===== config.mk =====
export PLATFORM = sky130hd
export DESIGN_NAME = elc3_control
export DESIGN_NICKNAME = d
export VERILOG_FILES = /design/src/rtl/elc3_control.sv
export SDC_FILE = /design/constraint.sdc
export NUM_CORES = 1
export LEC_CHECK = 0
export ABC_AREA = 1
export CAP_MARGIN = 20
export CORE_MARGIN = 8
export CORE_UTILIZATION = 36
export DETAILED_ROUTE_END_ITERATION = 10
export HOLD_SLACK_MARGIN = 0.08
export PLACE_DENSITY = 0.76
export SKIP_CTS_REPAIR_TIMING = 1
export SYNTH_ARGS = -nofsm -noshare
export SYNTH_HDL_FRONTEND = slang
export SYNTH_SLANG_ARGS = --single-unit
export TNS_END_PERCENT = 1

===== constraint.sdc =====
create_clock -name i_clk -period 1.6 [get_ports i_clk]
set_clock_uncertainty 0.1 [all_clocks]
set_input_delay 0.4 -clock i_clk [delete_from_list [all_inputs] [get_ports i_clk]]
set_output_delay 0.4 -clock i_clk [all_outputs]
set_load 0.1 [all_outputs]

===== src/rtl/elc3_control.sv =====
// LC-3 style multi-cycle control unit: Moore FSM decoding datapath controls
// from state, with a single Mealy term (LD_MDR on memory-ready during reads).
module elc3_control (
  input  logic        i_clk,
  input  logic        i_rst,
  input  logic        i_run,
  input  logic        i_continue,
  input  logic [15:0] i_ir,
  input  logic        i_ben,
  input  logic        i_r,
  output logic        o_ld_mar,
  output logic        o_ld_mdr,
  output logic        o_ld_ir,
  output logic        o_ld_ben,
  output logic        o_ld_reg,
  output logic        o_ld_cc,
  output logic        o_ld_pc,
  output logic        o_gate_pc,
  output logic        o_gate_mdr,
  output logic        o_gate_alu,
  output logic        o_gate_marmux,
  output logic        o_addr1mux,
  output logic [1:0]  o_addr2mux,
  output logic [1:0]  o_pcmux,
  output logic [1:0]  o_drmux,
  output logic [1:0]  o_sr1mux,
  output logic [1:0]  o_marmux,
  output logic [1:0]  o_aluk,
  output logic        o_mio_en,
  output logic        o_r_w
);

  typedef enum logic [4:0] {
    StHalted, St18, St33, St35, St32, St1, St5, St9, St0, St22, St12, St4, St21,
    St20, St2, St3, St6, St7, St25, St27, St14, St23, St16, StPause, StPauseHi
  } state_e;

  state_e r_state;
  state_e w_state_next;

  // State register; reset parks the machine in HALTED immediately.
  always_ff @(posedge i_clk or posedge i_rst) begin
    if (i_rst) r_state <= StHalted;
    else       r_state <= w_state_next;
  end

  // Next-state and output decode; every output defaults to 0.
  always_comb begin
    w_state_next  = r_state;
    o_ld_mar      = 1'b0;
    o_ld_mdr      = 1'b0;
    o_ld_ir       = 1'b0;
    o_ld_ben      = 1'b0;
    o_ld_reg      = 1'b0;
    o_ld_cc       = 1'b0;
    o_ld_pc       = 1'b0;
    o_gate_pc     = 1'b0;
    o_gate_mdr    = 1'b0;
    o_gate_alu    = 1'b0;
    o_gate_marmux = 1'b0;
    o_addr1mux    = 1'b0;
    o_addr2mux    = 2'b00;
    o_pcmux       = 2'b00;
    o_drmux       = 2'b00;
    o_sr1mux      = 2'b00;
    o_marmux      = 2'b00;
    o_aluk        = 2'b00;
    o_mio_en      = 1'b0;
    o_r_w         = 1'b0;
    unique case (r_state)
      StHalted: if (i_run) w_state_next = St18;
      St18: begin
        o_gate_pc    = 1'b1;
        o_ld_mar     = 1'b1;
        o_ld_pc      = 1'b1;
        w_state_next = St33;
      end
      St33, St25: begin
        o_mio_en = 1'b1;
        // MDR captures read data only in the cycle memory reports ready.
        o_ld_mdr = i_r;
        if (i_r) w_state_next = (r_state == St33) ? St35 : St27;
      end
      St35: begin
        o_gate_mdr   = 1'b1;
        o_ld_ir      = 1'b1;
        w_state_next = St32;
      end
      St32: begin
        o_ld_ben = 1'b1;
        case (i_ir[15:12])
          4'b0001: w_state_next = St1;
          4'b0101: w_state_next = St5;
          4'b1001: w_state_next = St9;
          4'b0000: w_state_next = St0;
          4'b1100: w_state_next = St12;
          4'b0100: w_state_next = St4;
          4'b0010: w_state_next = St2;
          4'b0110: w_state_next = St6;
          4'b1110: w_state_next = St14;
          4'b0011: w_state_next = St3;
          4'b0111: w_state_next = St7;
          4'b1101: w_state_next = StPause;
          default: w_state_next = St18;  // unused opcodes act as NOP
        endcase
      end
      St1, St5, St9: begin
        o_sr1mux     = 2'b01;
        o_aluk       = (r_state == St1) ? 2'b00 : (r_state == St5) ? 2'b01 : 2'b10;
        o_gate_alu   = 1'b1;
        o_ld_reg     = 1'b1;
        o_ld_cc      = 1'b1;
        w_state_next = St18;
      end
      St0: w_state_next = i_ben ? St22 : St18;
      St22: begin
        o_addr2mux   = 2'b10;
        o_pcmux      = 2'b10;
        o_ld_pc      = 1'b1;
        w_state_next = St18;
      end
      St12, St20: begin
        o_sr1mux     = 2'b01;
        o_addr1mux   = 1'b1;
        o_pcmux      = 2'b10;
        o_ld_pc      = 1'b1;
        w_state_next = St18;
      end
      St4: begin
        o_gate_pc    = 1'b1;
        o_drmux      = 2'b01;
        o_ld_reg     = 1'b1;
        w_state_next = i_ir[11] ? St21 : St20;
      end
      St21: begin
        o_addr2mux   = 2'b11;
        o_pcmux      = 2'b10;
        o_ld_pc      = 1'b1;
        w_state_next = St18;
      end
      St2, St3: begin
        o_addr2mux    = 2'b10;
        o_gate_marmux = 1'b1;
        o_ld_mar      = 1'b1;
        w_state_next  = (r_state == St2) ? St25 : St23;
      end
      St6, St7: begin
        o_sr1mux      = 2'b01;
        o_addr1mux    = 1'b1;
        o_addr2mux    = 2'b01;
        o_gate_marmux = 1'b1;
        o_ld_mar      = 1'b1;
        w_state_next  = (r_state == St6) ? St25 : St23;
      end
      St27: begin
        o_gate_mdr   = 1'b1;
        o_ld_reg     = 1'b1;
        o_ld_cc      = 1'b1;
        w_state_next = St18;
      end
      St14: begin
        o_addr2mux    = 2'b10;
        o_gate_marmux = 1'b1;
        o_ld_reg      = 1'b1;
        o_ld_cc       = 1'b1;
        w_state_next  = St18;
      end
      St23: begin
        o_aluk       = 2'b11;
        o_gate_alu   = 1'b1;
        o_ld_mdr     = 1'b1;
        w_state_next = St16;
      end
      St16: begin
        o_mio_en = 1'b1;
        o_r_w    = 1'b1;
        if (i_r) w_state_next = St18;
      end
      StPause:   if (i_continue)  w_state_next = StPauseHi;
      StPauseHi: if (!i_continue) w_state_next = St18;
      default:   w_state_next = StHalted;
    endcase
  end

endmodule


==> metrics.txt <==
initial antenna violation count=0; Avg WL per Cell=17.82 um; Largest register FFs=5; Logic pwr share=0.900; Pwr per Cell Area=2083 nW/um2; CTS Sinks=5; Iter 0 DRT Violations=84; post-synthesis sequential area ratio=0.1323; Final Hold Fails=0; Layout area overhead=133.5%; FF-to-FF path depth=11; cells after synthesis=172; vias in the first global route=1447; IO Port Bufs=31; Clk pwr share=0.033; failing checks=setup timing; pre-CTS WS=-0.4100 ns; Arrival @ worst endpoint=1.67 ns; post-route cell area=2208 um2; clock latency on the worst-skew pair=0.25 ns; Starting Density=0.3818; setup repair after global routing missed its margin=true; drt pass-1 iters=4; TritonCTS clock tree=yes; LEAKAGE=1.140 nW; grt total ovfl=0; max-slew violations=0; Pint=1.828 mW; Hold Path Class=in2async; CP required=1.10 ns; # diodes=0; number of H-tree levels=1; via/cell ratio=5.454; DIE AREA=4524 um2; Final period util=1.357; Setup crit start kind=flop; Ports=48; share of post-route cells with drive strength above 1=0.5887; global-route wire length before repair=6099 um; FILL cells=106; Worst R2R Setup Slack=-0.24 ns; Die Wd=67.26 um; FF-to-FF Start=r_state[1]$_DFFE_PP0P_; fmax=460.4 MHz; Final HPWL DP=3126 um; DRC errors left=0; Setup CP Type=reg2out; critical path capture point type=output port; num rows=18; clk slew on worst S/H paths=0.05 ns; Root Buffer Master=clkbuf_4; sw frac=0.6026; clock tree buffer depth=2; crit-path max FO=7; GPL Wtd Cong=0.8874; post-route setup TNS=-11.17 ns; Die Y=67.26 um; post-route setup slack=-0.5718 ns; commonest non-fill, non-tap cells in the layout=buf_4, nand2_1, buf_12; Seq pwr share=0.067; Post-Route WL=5258 um; antenna viol nets, final=0; Yosys warning total=0; Net Sw Power=2.773 mW; GRT Util Overall=0.1678; Final Core Density=0.8914; maximum vdd drop=2.345 mV; largest registers=r_state (5); placed inst area=1952 um2; min Tclk post-route=2.172 ns; Critical Path End=o_ld_reg; CTS Buf Count=3; status=finished, violations left; Max-cap violations=0; post-synthesis cell area=945.9 um2; core area=2477 um2; vias=1609; largest reg by FF count=r_state; Final #Nets=291; Synth cell types=24; flops & latches, synth=5; RR Endpoint=r_state[1]$_DFFE_PP0P_; Syn Area/Cell=5.499 um2; final setup violation count=26; commonest non-fill, non-tap cell in the layout=buf_4; largest net degree at the start of global routing=8; crit path launch=r_state[0]$_DFFE_PP0P_
worst max-delay path, stage by stage (launching register included):
cell and delay (ns):
dfrtp_2 0.49, nor2_4 0.22, buf_12 0.14, nand3_2 0.11, nand2_1 0.11, inv_2 0.06
nand3_2 0.10, buf_12 0.18
worst min-delay path by stage:
| stage | to | slack [ns] |
|---|---|---|
| 2_1_floorplan | r_state[2]$_DFFE_PP0P_ | 0.08 |
| 3_3_place_gp | r_state[1]$_DFFE_PP0P_ | 0.47 |
| 3_5_place_dp | r_state[1]$_DFFE_PP0P_ | 0.49 |
| 4_1_cts | r_state[4]$_DFFE_PP0P_ | 0.25 |
| 5_1_grt | r_state[4]$_DFFE_PP0P_ | 0.28 |
| 6_report | r_state[4]$_DFFE_PP0P_ | 0.25 |
layout make-up:
class	count	area [um2]	share of cell area
multi-input cells	139	903.4	0.4091
well taps	30	37.54	0.01700
flip-flops and latches	5	131.4	0.05949
repair buffers	93	1012	0.4584
inverters	24	97.59	0.04419
clock buffers	4	26.28	0.01190
synthesized netlist by cell type:
library cell / count / area share
buf_4: 5 / 0.040
buf_2: 2 / 0.011
nand4_1: 5 / 0.033
conb_1: 1 / 0.0040
a21oi_1: 4 / 0.021
clkbuf_1: 1 / 0.0040
a21oi_4: 1 / 0.017
nor3_4: 1 / 0.017
nand2_1: 54 / 0.21
nand3_2: 3 / 0.032
nor2_2: 4 / 0.026
o21bai_1: 1 / 0.0079
o211ai_1: 3 / 0.024
nor3_1: 1 / 0.0053
nand3_1: 17 / 0.090
nor2_1: 25 / 0.099
nand2_2: 3 / 0.020
inv_2: 7 / 0.028
inv_1: 17 / 0.067
ha_1: 3 / 0.040
nor2_4: 3 / 0.036
dfrtp_1: 5 / 0.13
o21ai_0: 4 / 0.021
o21ai_1: 2 / 0.011
stage by stage:
stage / total power, mW / hold slack (ns) / instances
global placement: 3.886 / 0.4692 / 283
detailed placement: 3.949 / 0.4891 / 283
floorplan: 2.412 / 0.07838 / 176
global route: 4.764 / 0.2793 / 295
finish: 4.601 / 0.2527 / 295
CTS: 4.110 / 0.2491 / 287
kinds of logic (layout without fill, tap and decap cells):
group	Yosys count	count (layout)	share of synthesized area
buf+inv	32	121	0.1495
other cells	1	5	0.003964
fa+ha+maj	3	3	0.03969
compound gates	15	15	0.1019
flops	5	5	0.1323
simple gates	116	116	0.5727
power by group through the flow:
stage                     Combinational [mW]  Clock [mW]  Sequential [mW]
after floorplan                         2.14           0            0.275
after detailed placement                3.66           0            0.285
after global routing                    4.29       0.162            0.315
after CTS                               3.67       0.155            0.283
final                                   4.14       0.153            0.308
after global placement                  3.61           0            0.280
metal layers:
| metal | GRT usage | wire length (um) |
|---|---|---|
| met1 | 0.1773 | 1919 |
| met2 | 0.3166 | 2679 |
| met3 | 0.01987 | 280 |
| met4 | 0.08877 | 378 |
| met5 | 0 | 0 |
(Power assumes the default switching activity.)
